<file path="src/rtl/sti_dac_oem_writer_pkg.sv">
// Shared types and geometry for the STI/DAC output-element-memory writer.
// Byte index -> (group, odd/even, word address) checkerboard map lives here.
package sti_dac_pkg;

    typedef enum logic [1:0] {
        COLLECT = 2'd0,
        PAD     = 2'd1,
        DONE    = 2'd2
    } oem_state_e;

    localparam int OEM_BYTES       = 256;
    localparam int OEM_GROUP_BYTES = 64;
    localparam int OEM_ROW_BYTES   = 8;

    typedef struct packed {
        logic [1:0] grp;
        logic       odd;
        logic [4:0] addr;
    } oem_loc_t;

    function automatic oem_loc_t oem_map(input logic [7:0] idx);
        oem_loc_t   loc;
        logic [5:0] m;
        logic [2:0] row;
        logic [2:0] col;
        m        = idx[$clog2(OEM_GROUP_BYTES)-1:0];
        row      = m[5:$clog2(OEM_ROW_BYTES)];
        col      = m[$clog2(OEM_ROW_BYTES)-1:0];
        loc.grp  = idx[7:6];
        // Adjacent bytes alternate memories along both rows and columns
        loc.odd  = row[0] ^ col[0];
        loc.addr = m[5:1];
        return loc;
    endfunction

endpackage

</file>
<file path="src/rtl/sti_dac_oem_writer_if.sv">
// Serial-in / memory-write-out bundle between the transmitter, this writer and the OEMs.
// No flow control: the writer always accepts serial bits and strobes are fire-and-forget.
interface sti_dac_oem_writer_if;
    logic       so_data;
    logic       so_valid;
    logic       pi_end;
    logic [7:0] oem_dataout;
    logic [4:0] oem_addr;
    logic       odd1_wr, odd2_wr, odd3_wr, odd4_wr;
    logic       even1_wr, even2_wr, even3_wr, even4_wr;
    logic       oem_finish;

    modport slave (
        input  so_data, so_valid, pi_end,
        output oem_dataout, oem_addr,
        output odd1_wr, odd2_wr, odd3_wr, odd4_wr,
        output even1_wr, even2_wr, even3_wr, even4_wr,
        output oem_finish
    );

    modport master (
        output so_data, so_valid, pi_end,
        input  oem_dataout, oem_addr,
        input  odd1_wr, odd2_wr, odd3_wr, odd4_wr,
        input  even1_wr, even2_wr, even3_wr, even4_wr,
        input  oem_finish
    );
endinterface

</file>
<file path="src/rtl/sti_dac_oem_writer_addr_map.sv">
// Combinational byte-index decode: word address plus one-hot strobe
// {odd4..odd1, even4..even1}; zero latency, no backpressure.
module oem_addr_map
    import sti_dac_pkg::*;
(
    input  logic [7:0] idx_i,
    output logic [4:0] addr_o,
    output logic [7:0] wr_o
);
    oem_loc_t loc;

    always_comb begin
        loc              = oem_map(idx_i);
        addr_o           = loc.addr;
        wr_o             = 8'd0;
        wr_o[{loc.odd, loc.grp}] = 1'b1;
    end
endmodule

</file>
<file path="src/rtl/sti_dac_oem_writer.sv">
// Deserialises the transmitter bit stream into the eight OEMs, then zero-pads to 256 bytes.
// Writes appear one cycle after the completing bit / pi_end; input is never backpressured.
module sti_dac_oem_writer
    import sti_dac_pkg::*;
(
    input  logic                  clk,
    input  logic                  reset,
    sti_dac_oem_writer_if.slave   bus
);
    oem_state_e state_q, state_d;
    logic [8:0] n_q, n_d;
    logic [2:0] bcnt_q, bcnt_d;
    logic [7:0] sh_q, sh_d;
    logic [7:0] wr_q, wr_d;
    logic [7:0] dat_q, dat_d;
    logic [4:0] addr_q, addr_d;
    logic       fin_q, fin_d;

    logic [4:0] map_addr;
    logic [7:0] map_wr;
    logic [7:0] sh_nx;
    logic [3:0] cnt_nx;
    logic       do_wr;
    logic [7:0] wr_byte;

    oem_addr_map u_map (
        .idx_i  (n_q[7:0]),
        .addr_o (map_addr),
        .wr_o   (map_wr)
    );

    always_comb begin
        state_d = state_q;
        n_d     = n_q;
        bcnt_d  = bcnt_q;
        sh_d    = sh_q;
        wr_d    = 8'd0;
        dat_d   = dat_q;
        addr_d  = addr_q;
        fin_d   = (state_q == DONE);
        sh_nx   = sh_q;
        cnt_nx  = {1'b0, bcnt_q};
        do_wr   = 1'b0;
        wr_byte = 8'd0;

        case (state_q)
            COLLECT: begin
                if (bus.so_valid) begin
                    sh_nx  = {sh_q[6:0], bus.so_data};
                    cnt_nx = cnt_nx + 4'd1;
                end
                // A bit arriving with pi_end is captured before the end is handled
                if (cnt_nx == 4'd8) begin
                    do_wr   = 1'b1;
                    wr_byte = sh_nx;
                    cnt_nx  = 4'd0;
                end else if (bus.pi_end && cnt_nx != 4'd0) begin
                    do_wr   = 1'b1;
                    wr_byte = sh_nx << (4'd8 - cnt_nx);
                    cnt_nx  = 4'd0;
                end
                sh_d   = sh_nx;
                bcnt_d = cnt_nx[2:0];
                if (do_wr) begin
                    n_d = n_q + 9'd1;
                end
                if (n_d == 9'(OEM_BYTES)) begin
                    state_d = DONE;
                end else if (bus.pi_end) begin
                    state_d = PAD;
                end
            end
            PAD: begin
                do_wr   = 1'b1;
                wr_byte = 8'd0;
                n_d     = n_q + 9'd1;
                if (n_q == 9'(OEM_BYTES - 1)) begin
                    state_d = DONE;
                end
            end
            DONE: begin
            end
            default: state_d = COLLECT;
        endcase

        if (do_wr) begin
            wr_d   = map_wr;
            dat_d  = wr_byte;
            addr_d = map_addr;
        end
    end

    always_ff @(posedge clk) begin
        if (reset) begin
            state_q <= COLLECT;
            n_q     <= 9'd0;
            bcnt_q  <= 3'd0;
            sh_q    <= 8'd0;
            wr_q    <= 8'd0;
            dat_q   <= 8'd0;
            addr_q  <= 5'd0;
            fin_q   <= 1'b0;
        end else begin
            state_q <= state_d;
            n_q     <= n_d;
            bcnt_q  <= bcnt_d;
            sh_q    <= sh_d;
            wr_q    <= wr_d;
            dat_q   <= dat_d;
            addr_q  <= addr_d;
            fin_q   <= fin_d;
        end
    end

    assign bus.oem_dataout = dat_q;
    assign bus.oem_addr    = addr_q;
    assign bus.even1_wr    = wr_q[0];
    assign bus.even2_wr    = wr_q[1];
    assign bus.even3_wr    = wr_q[2];
    assign bus.even4_wr    = wr_q[3];
    assign bus.odd1_wr     = wr_q[4];
    assign bus.odd2_wr     = wr_q[5];
    assign bus.odd3_wr     = wr_q[6];
    assign bus.odd4_wr     = wr_q[7];
    assign bus.oem_finish  = fin_q;
endmodule

</file>
<file path="src/flat_wrapper.sv">
// flat-port wrapper written by rule: the top's interface ports become plain ports
module sti_dac_oem_writer_flat import sti_dac_pkg::*;
  (clk, reset, bus_so_data, bus_so_valid, bus_pi_end, bus_oem_dataout, bus_oem_addr, bus_odd1_wr, bus_odd2_wr, bus_odd3_wr, bus_odd4_wr, bus_even1_wr, bus_even2_wr, bus_even3_wr, bus_even4_wr, bus_oem_finish);
  sti_dac_oem_writer_if bus_i ();
  input  logic clk;
  input  logic reset;
  input wire logic [$bits(bus_i.so_data)-1:0] bus_so_data;
  input wire logic [$bits(bus_i.so_valid)-1:0] bus_so_valid;
  input wire logic [$bits(bus_i.pi_end)-1:0] bus_pi_end;
  output wire logic [$bits(bus_i.oem_dataout)-1:0] bus_oem_dataout;
  output wire logic [$bits(bus_i.oem_addr)-1:0] bus_oem_addr;
  output wire logic [$bits(bus_i.odd1_wr)-1:0] bus_odd1_wr;
  output wire logic [$bits(bus_i.odd2_wr)-1:0] bus_odd2_wr;
  output wire logic [$bits(bus_i.odd3_wr)-1:0] bus_odd3_wr;
  output wire logic [$bits(bus_i.odd4_wr)-1:0] bus_odd4_wr;
  output wire logic [$bits(bus_i.even1_wr)-1:0] bus_even1_wr;
  output wire logic [$bits(bus_i.even2_wr)-1:0] bus_even2_wr;
  output wire logic [$bits(bus_i.even3_wr)-1:0] bus_even3_wr;
  output wire logic [$bits(bus_i.even4_wr)-1:0] bus_even4_wr;
  output wire logic [$bits(bus_i.oem_finish)-1:0] bus_oem_finish;
  assign bus_i.so_data = bus_so_data;
  assign bus_i.so_valid = bus_so_valid;
  assign bus_i.pi_end = bus_pi_end;
  assign bus_oem_dataout = bus_i.oem_dataout;
  assign bus_oem_addr = bus_i.oem_addr;
  assign bus_odd1_wr = bus_i.odd1_wr;
  assign bus_odd2_wr = bus_i.odd2_wr;
  assign bus_odd3_wr = bus_i.odd3_wr;
  assign bus_odd4_wr = bus_i.odd4_wr;
  assign bus_even1_wr = bus_i.even1_wr;
  assign bus_even2_wr = bus_i.even2_wr;
  assign bus_even3_wr = bus_i.even3_wr;
  assign bus_even4_wr = bus_i.even4_wr;
  assign bus_oem_finish = bus_i.oem_finish;
  sti_dac_oem_writer u_core (.clk(clk), .reset(reset), .bus(bus_i));
endmodule
</file>
<file path="config.mk">
export PLATFORM = sky130hd
export DESIGN_NAME = sti_dac_oem_writer_flat
export DESIGN_NICKNAME = d
export VERILOG_FILES = /design/src/rtl/sti_dac_oem_writer_pkg.sv /design/src/rtl/sti_dac_oem_writer_if.sv /design/src/rtl/sti_dac_oem_writer_addr_map.sv /design/src/rtl/sti_dac_oem_writer.sv /design/src/flat_wrapper.sv
export SDC_FILE = /design/constraint.sdc
export NUM_CORES = 1
export LEC_CHECK = 0
export BUFFER_PORTS_ARGS = -buffer_cell sky130_fd_sc_hd__buf_2
export CAP_MARGIN = 20
export CORE_MARGIN = 5
export CORE_UTILIZATION = 55
export DETAILED_ROUTE_END_ITERATION = 12
export MAX_ROUTING_LAYER = met4
export PLACE_DENSITY = 0.73
export SETUP_SLACK_MARGIN = 0.4
export SLEW_MARGIN = 20
export SYNTH_ARGS = -nofsm -noshare
export SYNTH_HDL_FRONTEND = slang
export SYNTH_SLANG_ARGS = --single-unit
</file>
<file path="constraint.sdc">
create_clock -name clk -period 8.2 [get_ports clk]
set_input_delay 1.23 -clock clk [delete_from_list [all_inputs] [get_ports clk]]
set_output_delay 1.23 -clock clk [all_outputs]
set_load 0.02 [all_outputs]
</file>
---- Word-level counts from Yosys, hierarchy flattened ----
Cells that the tools add are included.
W data, S select, Z words.
word-level totals
  register bits ........................... 44
  bits in latches ......................... 0
  RAM bits ................................ 0
  ROM bits ................................ 0
  bits of input ports ..................... 5
  output and inout bits ................... 22
  word-level logic and storage cells ...... 53
  memories kept ........................... 0
operators by class
  add/subtract/negate cells ............... 3
  $mul .................................... 0
  div/mod/pow operators ................... 0
  order comparisons ....................... 2
  eq/ne operators ......................... 7
  shift operators ......................... 1
  muxes and demuxes ....................... 22
  bitwise logic cells ..................... 3
  reduce and logical (&&, ||, !) cells .... 7
operator list
  cell                   count
  $mux W8                5
  $mux W9                2
  $pmux W9 S2            1
  $add A9 B1 Y9 const B  1
  $eq A9 B8 Y1 const B   1
  $eq A9 B9 Y1 const B   1
  $mux W4                2
  $shl A8 B4 Y8          1
  $mux W2                3
  $mux W3                2
  $pmux W2 S3            1
  $add A3 B1 Y4 const B  1
  $eq A4 B4 Y1 const B   1
  $lt A3 B4 Y1 const B   1
  $mux W1                4
  $reduce_bool A4 Y1     1
  $sub A4 B4 Y4 const A  1
  $demux W1 S3           1
  $ge A3 B1 Y1 const B   1
  $ne A3 B2 Y1 const B   1
  $reduce_and A3 Y1      1
  $eq A2 B1 Y1 const B   1
  $eq A2 B2 Y1 const B   1
  $logic_and A1 B1 Y1    2
  7 further kinds        8

---- Depth between registers and ports, before layout ----
Gate-level depths: netlist (run 1).
  depth after elaboration ................. 13
  gate-level depth with buffers ........... 12
  mapped depth without buffers ............ 9

---- Modules after synthesis ----
Synthesis (run 1) repeated with hierarchy kept, for this count alone.
second synthesis, totals
  cells, all modules ...................... 314
  area, all modules ....................... 2529.9 um^2
by module, submodules not included
  module              times used  cells an instance  area an instance (um^2)  sequential area each (um^2)
  sti_dac_oem_writer  1           296                2421.1                   880.8
  oem_addr_map        1           18                 108.9                    0.0

---- Worst setup path after synthesis (run 1) ----
OpenSTA, ideal clock, no wires.
  kind .................................... input-to-reg
  start point ............................. in bus_so_valid
  end point ............................... reg u_core.state_q[0]
  setup time .............................. 0.125 ns
  data arrival time ....................... 3.720 ns
  required time ........................... 8.075 ns
  setup slack ............................. 4.355 ns
  stages .................................. 12
  path buffers ............................ 4
  cell sequence ........................... buf_4 > buf_2 > buf_2 > mux2i_1 > ha_1 > buf_4 > nand4_1 > o211a_4 > or4_1 > a221o_1 > a31oi_1 > o21ai_1
on the way
  longest elaborated chain between the ends .. 12
  elaborated cells on any way between the ends .. 15
  those cells by class .................... 3 x eq/ne; 9 x mux; 3 x reduce/logical
ends and longest elaborated chain
  what                                                               line                       source
  start: declaration                                                 flat_wrapper.sv:8          input wire logic [$bits(bus_i.so_valid)-1:0] bus_so_valid;
  $mux W4 (*)                                                        sti_dac_oem_writer.sv:48   if (bus.so_valid) begin
  $mux W4 (*)                                                        sti_dac_oem_writer.sv:46   case (state_q)
  $reduce_bool A4 Y1                                                 sti_dac_oem_writer.sv:57   end else if (bus.pi_end && cnt_nx != 4'd0) begin
  $logic_and A1 B1 Y1                                                sti_dac_oem_writer.sv:57
  $mux W1                                                            sti_dac_oem_writer.sv:57
  $mux W1 (*)                                                        sti_dac_oem_writer.sv:53   if (cnt_nx == 4'd8) begin
  $mux W1 (*)                                                        sti_dac_oem_writer.sv:46
  $mux W9 (*)                                                        sti_dac_oem_writer.sv:64   if (do_wr) begin
  $mux W9 (*)                                                        sti_dac_oem_writer.sv:46
  $eq A9 B9 Y1 (*)                                                   sti_dac_oem_writer.sv:67   if (n_d == 9'(OEM_BYTES)) begin
  $ne A3 B2 Y1 (no line) / $mux W2 (equally long branches)           -
  $reduce_and A3 Y1 (no line) / $pmux W2 S3 (equally long branches)  -
  end signal: assignment                                             sti_dac_oem_writer.sv:104  state_q <= state_d;
  end: declaration                                                   sti_dac_oem_writer.sv:10   oem_state_e state_q, state_d;
Mark *: on every way between the ends. The rest lies on a longest branch, timed or not. The select of a mux whose other input is x is not followed.
A chain may end at the register's enable or synchronous reset.

---- Worst setup path after layout (run 1) ----
  start point ............................. in bus_so_valid
  end point ............................... reg u_core.n_q[7]
on the way
  longest elaborated chain between the ends .. 10
  elaborated cells on any way between the ends .. 11
  those cells by class .................... 1 x eq/ne; 8 x mux; 2 x reduce/logical
ends and longest elaborated chain
  what                    line                       source
  $mux W4 (*)             sti_dac_oem_writer.sv:48
  $mux W4 (*)             sti_dac_oem_writer.sv:46
  $reduce_bool A4 Y1      sti_dac_oem_writer.sv:57
  $logic_and A1 B1 Y1     sti_dac_oem_writer.sv:57
  $mux W1                 sti_dac_oem_writer.sv:57
  $mux W1 (*)             sti_dac_oem_writer.sv:53
  $mux W1 (*)             sti_dac_oem_writer.sv:46
  $mux W9 (*)             sti_dac_oem_writer.sv:64
  $mux W9 (*)             sti_dac_oem_writer.sv:46
  $pmux W9 S2 (*)         sti_dac_oem_writer.sv:46
  end signal: assignment  sti_dac_oem_writer.sv:105  n_q <= n_d;
  end: declaration        sti_dac_oem_writer.sv:11   logic [8:0] n_q, n_d;
Marked as above.

==> results of run 1 <==
## flip-flops by register name, summed over array words and instances (netlist names)
register	flops
u_core.bus.oem_dataout	8
u_core.bus.oem_addr	5
u_core.sh_q	8
u_core.n_q	9
u_core.wr_q	8
u_core.state_q	2
u_core.bcnt_q	3
u_core.bus.oem_finish	1
## layout make-up
class                      instances  area (µm²)
fill                             397        1660
multi-input combinational        243        1480
sequential                        44         881
timing repair buffer              26         130
clock buffer                       6        82.6
tap                               52        65.1
clock inverter                     2        38.8
inverter                           5        18.8
## cells by family after synthesis
| family | after synthesis |
|---|---|
| AND/OR/NAND/NOR | 132 |
| AO/OA/AOI/OAI | 74 |
| flip-flops | 44 |
| buffers and inverters | 27 |
| multiplexers | 22 |
| XOR/XNOR | 11 |
| adder cells (fa/ha/maj) | 4 |
## metrics by stage
| step | util, % | worst slack (ns) |
|---|---|---|
| floorplan | - | 4.36 |
| global placement | 59.0 | 3.89 |
| detailed placement | 59.0 | 3.78 |
| CTS | 61.8 | 4.09 |
| global route | 61.9 | 4.12 |
| finish | 61.9 | 4.37 |
## report_power, final
group          switching [mW]  internal (mW)  total, mW  leakage, nW
logic                   0.139         0.0758      0.215        0.606
registers              0.0303          0.232      0.263        0.356
clock network          0.0778         0.0997      0.177       0.0614
total                   0.247          0.408      0.655         1.02
## path summary, 6_finish.rpt
check,cells past startpoint,slack [ns],startpoint,endpoint
setup / recovery,9,4.37,bus_so_valid,u_core.n_q[7]$_SDFFE_PP0P_
hold / removal,2,0.46,u_core.bus.oem_addr[4]$_SDFFE_PP0N_,u_core.bus.oem_addr[4]$_SDFFE_PP0N_
setup reg to reg,9,4.74,u_core.bcnt_q[0]$_SDFFE_PP0P_,u_core.n_q[7]$_SDFFE_PP0P_
hold reg to reg,2,0.46,u_core.bus.oem_addr[4]$_SDFFE_PP0N_,u_core.bus.oem_addr[4]$_SDFFE_PP0N_
## worst max-delay path, stage by stage
cell and delay (ns):
buf_2 0.48, mux2i_1 0.30, ha_1 0.43, nand3_1 0.16
or2_1 0.32, a31oi_2 0.66, nand4_1 0.20, xor2_1 0.16
nor2_1 0.05
## Yosys cell counts, types with 5 or more instances
cell type	number	area (µm²)
nand2_1	56	210
dfxtp_1	44	881
a21oi_1	27	135
nor2_1	25	93.8
o21ai_0	18	90.1
mux2i_1	17	170
clkbuf_1	16	60.1
nand3_1	10	50.1
nor3_1	8	40.0
nor4_1	6	37.5
xnor2_1	6	52.6
a31oi_1	5	31.3
inv_1	5	18.8
mux2_2	5	56.3
nand2b_1	5	31.3
## routing by layer
metal  up-vias  wire length, µm  GRT usage [%]
li1       1138                -              -
met1      1011             2880           29.3
met2        52             2300           26.0
met3         7              311           3.75
met4         0               74           5.67
met5         -                0              -
==> impl_metrics.json, run 1 <==
{
  "drt_pass1_iterations": 4,
  "synth-xor-area-share_pct": 4.45,
  "status": "complete, no violations",
  "cts_max_level": 2,
  "fin_cells": 378,
  "ys_seq_area_share_pct": 35.6,
  "ys_types": 51,
  "fin_nets": 334,
  "grt.total_usage_pct": 19.4,
  "dp_cells": 370,
  "die_h_um": 77.1,
  "synth_area_um2": 2470,
  "relSlewSlack_pct": 47.0,
  "hold_path.class": "reg2reg",
  "vias_per_cell": 5.84,
  "core_region_area_um2": 4350,
  "clock-root-buffer": "clkbuf_8",
  "synth_compound_area_share_pct": 18.7,
  "die_x_um": 77.1,
  "dpl-instance-area_um2": 2570,
  "cts_buffer_depth": 2,
  "worst_pin_slew_ns": 0.794,
  "min_period_ns": 3.83,
  "async_reset_ff_share_pct": 0,
  "initial_core_util_pct": 56.8,
  "synth_edf_count": 0,
  "globalplace.congestion": 0.936,
  "final_cell_mix": "nand2_1, dfxtp_1, a21oi_1",
  "whs_ns": 0.456,
  "crit_type": "in2reg",
  "ant_nets": 0,
  "peakVddDrop_v": 0.000129,
  "cts_hold_buf": 0,
  "worstPathArrival_ns": 4.00,
  "ys_ff_latch": 44,
  "yosys_warnings": 0,
  "maxClockFrequency_ghz": 0.261,
  "p_total_mw": 0.655,
  "worstSetupEndpointType": "register",
  "antenna_cells": 0,
  "setup_tns_ns": 0,
  "wl_per_cell_um": 14.7,
  "synthCells": 314,
  "hold_violations": 0,
  "synth_flop_cell": "dfxtp_1",
  "power_density_nw_per_um2": 243,
  "drc": 0,
  "overflow": 0,
  "finalSetupViolCount": 0,
  "fin_crit_sh_pct": 46.7,
  "cts-buffers-inserted": 5,
  "synth_top_family_by_area": "simple AND/OR/NAND/NOR gates",
  "clock_latency_ns": 0.31,
  "syn_area_per_cell_um2": 7.88,
  "muxShareOfSynthArea_pct": 9.15,
  "critPathLaunchType": "primary input",
  "routed_wl_um": 5570,
  "fin_area_um2": 2700,
  "drive_gt1_share_pct": 14.1,
  "ios": 27,
  "syn_nets": 323,
  "synth_fa_ha_area_share_pct": 2.02,
  "leakage_nw": 1.02,
  "cts-resized-gates": 0,
  "io_buffers": 26,
  "finClkSkew_ns": 0.0133,
  "antenna_found_initial": 0,
  "hpwlAfterDp_um": 3800,
  "cp_max_fo": 29,
  "via_count": 2208,
  "grt_pass1_wl_um": 9390,
  "rows": 24,
  "postCtsSetupBuffers": 0,
  "drt_iter0_markers": 244,
  "cp.required_ns": 8.37,
  "grt_max_degree": 46,
  "syn_to_final_growth_pct": 8.95,
  "yosys.area_share.simple_pct": 25.3,
  "cts_tree": "done",
  "rsz0062_at_grt": "no",
  "dieArea_um2": 5940,
  "clock-sinks": 44,
  "clkTransAtPathRegs_ns": 0.08,
  "maxSlewViolCount": 0,
  "maxCapViolCount": 0,
  "grt_pass1_vias": 1939,
  "final_common_cell": "nand2_1"
}
Power figures use the tool's default switching activity.
==> inputs of run 2 (changes only) <==
CORE_UTILIZATION = 53   (was 55)
PLACE_DENSITY = 0.74   (was 0.73)
clock period = 3.3 ns   (was 8.2 ns; I/O delays follow)
==> run 2 against run 1 <==
Core utilization decreased by 0.44 points; wire length grew 0.95%; global-route usage is 0.23 points higher; die area increased by 3.3%; power grew to 2.5 times the previous value; cell count rose by 1.3%; worst setup slack got worse by 3.8 ns; largest cell class unchanged; highest routed layer unchanged.
==> impl_metrics.json, run 2 (synthesis gave the netlist of run 1 again) <==
{
  "fin_crit_sh_pct": 83.5,
  "cts_buffer_depth": 2,
  "worstPathArrival_ns": 2.93,
  "path_depth": 9,
  "setup_tns_ns": 0,
  "grt.total_usage_pct": 19.7,
  "finalSetupViolCount": 0,
  "grt_pass1_vias": 1979,
  "cp_max_fo": 7,
  "whs_ns": 0.458,
  "peakVddDrop_v": 0.000319,
  "hold_violations": 0,
  "worst_pin_slew_ns": 0.781,
  "maxClockFrequency_ghz": 0.363,
  "maxSlewViolCount": 0,
  "slowest_stage": "or4_1",
  "largest-register": "u_core.n_q",
  "clock_latency_ns": 0.30,
  "largest_reg_flops": 9,
  "die_x_um": 78.3,
  "routed_wl_um": 5630,
  "fin_nets": 339,
  "clock-root-buffer": "clkbuf_8",
  "antenna_found_initial": 0,
  "antenna_cells": 0,
  "status": "complete, no violations",
  "clkTransAtPathRegs_ns": 0.09,
  "cts_max_level": 2,
  "p_total_mw": 1.66,
  "min_path_cells": 2,
  "via_count": 2255,
  "dpl-instance-area_um2": 2610,
  "hpwlAfterDp_um": 4040,
  "cts-buffers-inserted": 5,
  "ios": 27,
  "min_period_ns": 2.75,
  "overflow": 0,
  "hold_path.class": "reg2reg",
  "die_h_um": 78.3,
  "register_area_um2": 881,
  "critPathLaunchType": "register",
  "io_buffers": 26,
  "final_common_cell": "nand2_1",
  "rows": 24,
  "crit_type": "reg2reg",
  "initial_core_util_pct": 55.7,
  "worstSetupEndpointType": "register",
  "multi_input_area_um2": 1480,
  "cp.buffers_inverters": 0,
  "syn_to_final_growth_pct": 10.4,
  "maxCapViolCount": 0,
  "drc": 0,
  "drt_pass1_iterations": 5,
  "rsz0062_at_grt": "no",
  "grt_max_degree": 46,
  "cp.required_ns": 3.48,
  "ant_nets": 0,
  "finClkSkew_ns": 0.00794,
  "wl_per_cell_um": 14.7,
  "leakage_nw": 1.05,
  "cpPeakStageDelay_ns": 0.46,
  "drt_iter0_markers": 173,
  "globalplace.congestion": 0.954,
  "grt_pass1_wl_um": 9500,
  "fillerInstances": 401,
  "core_region_area_um2": 4440,
  "cp_cell_sequence": "ha_1 -> mux2i_1 -> ha_2 -> nand4_1 -> o211a_4 -> or4_1 -> a221o_1 -> a31oi_1 -> o21ai_1",
  "clock-sinks": 44,
  "power_density_nw_per_um2": 606,
  "crit_family": "compound AO/OA/AOI/OAI gates",
  "reg2reg_depth": 9,
  "dieArea_um2": 6140,
  "finalCoreUtilization_pct": 61.5,
  "fin_area_um2": 2730,
  "vias_per_cell": 5.89,
  "relSlewSlack_pct": 47.9,
  "cts_tree": "done",
  "final_cell_mix": "nand2_1, dfxtp_1, a21oi_1",
  "drive_gt1_share_pct": 15.7
}
==> run 2: cell count changes in the layout (fill, tap and decap cells not counted), sizes merged <==
cell / before / now
buf: 26 / 31
==> run 2: cell type report <==
class,instances,share of cell area [%]
multi-input combinational,243,54.1
sequential,44,32.2
timing repair buffer,31,6.14
clock buffer,6,3.02
tap,52,2.38
clock inverter,2,1.42
inverter,5,0.687
==> run 2: path summary, 6_finish.rpt <==
path / start / end / slack [ns]
worst max register to register: u_core.bcnt_q[1]$_SDFFE_PP0P_ / u_core.state_q[0]$_SDFFE_PP0P_ / 0.55
worst max-delay path: u_core.bcnt_q[1]$_SDFFE_PP0P_ / u_core.state_q[0]$_SDFFE_PP0P_ / 0.55
worst min-delay path: u_core.bus.oem_addr[1]$_SDFFE_PP0N_ / u_core.bus.oem_addr[1]$_SDFFE_PP0N_ / 0.46
worst min register to register: u_core.bus.oem_addr[1]$_SDFFE_PP0N_ / u_core.bus.oem_addr[1]$_SDFFE_PP0N_ / 0.46
==> run 2: worst register-to-register path: stages (launching register included) <==
cell and delay [ns]:
dfxtp_1 0.41, ha_1 0.27, mux2i_1 0.20, ha_2 0.28, nand4_1 0.16, o211a_4 0.22
or4_1 0.46, a221o_1 0.34, a31oi_1 0.19, o21ai_1 0.09
==> run 2: metal layers <==
| metal | track usage (%) | up-vias | wire length (µm) |
|---|---|---|---|
| met5 | - | - | 0 |
| li1 | - | 1144 | - |
| met3 | 4.23 | 8 | 288 |
| met2 | 28.3 | 63 | 2490 |
| met1 | 27.0 | 1040 | 2760 |
| met4 | 7.34 | 0 | 85 |
==> run 2: where the power goes <==
part           internal [mW]  switching (mW)
registers              0.577          0.0590
logic                  0.217           0.367
clock network          0.247           0.188
==> run 2: stage by stage <==
stage	setup slack [ns]	std cells
2_1_floorplan	0.408	314
3_3_place_gp	0.631	375
3_5_place_dp	0.544	375
4_1_cts	0.543	383
5_1_grt	0.425	383
6_report	0.545	383
==> run 2: repair_timing <==
item	CTS	global route
endpoints found under the setup margin	0	2
gates resized for setup	0	2
hold buffers	0	0
buffers inserted	0	0
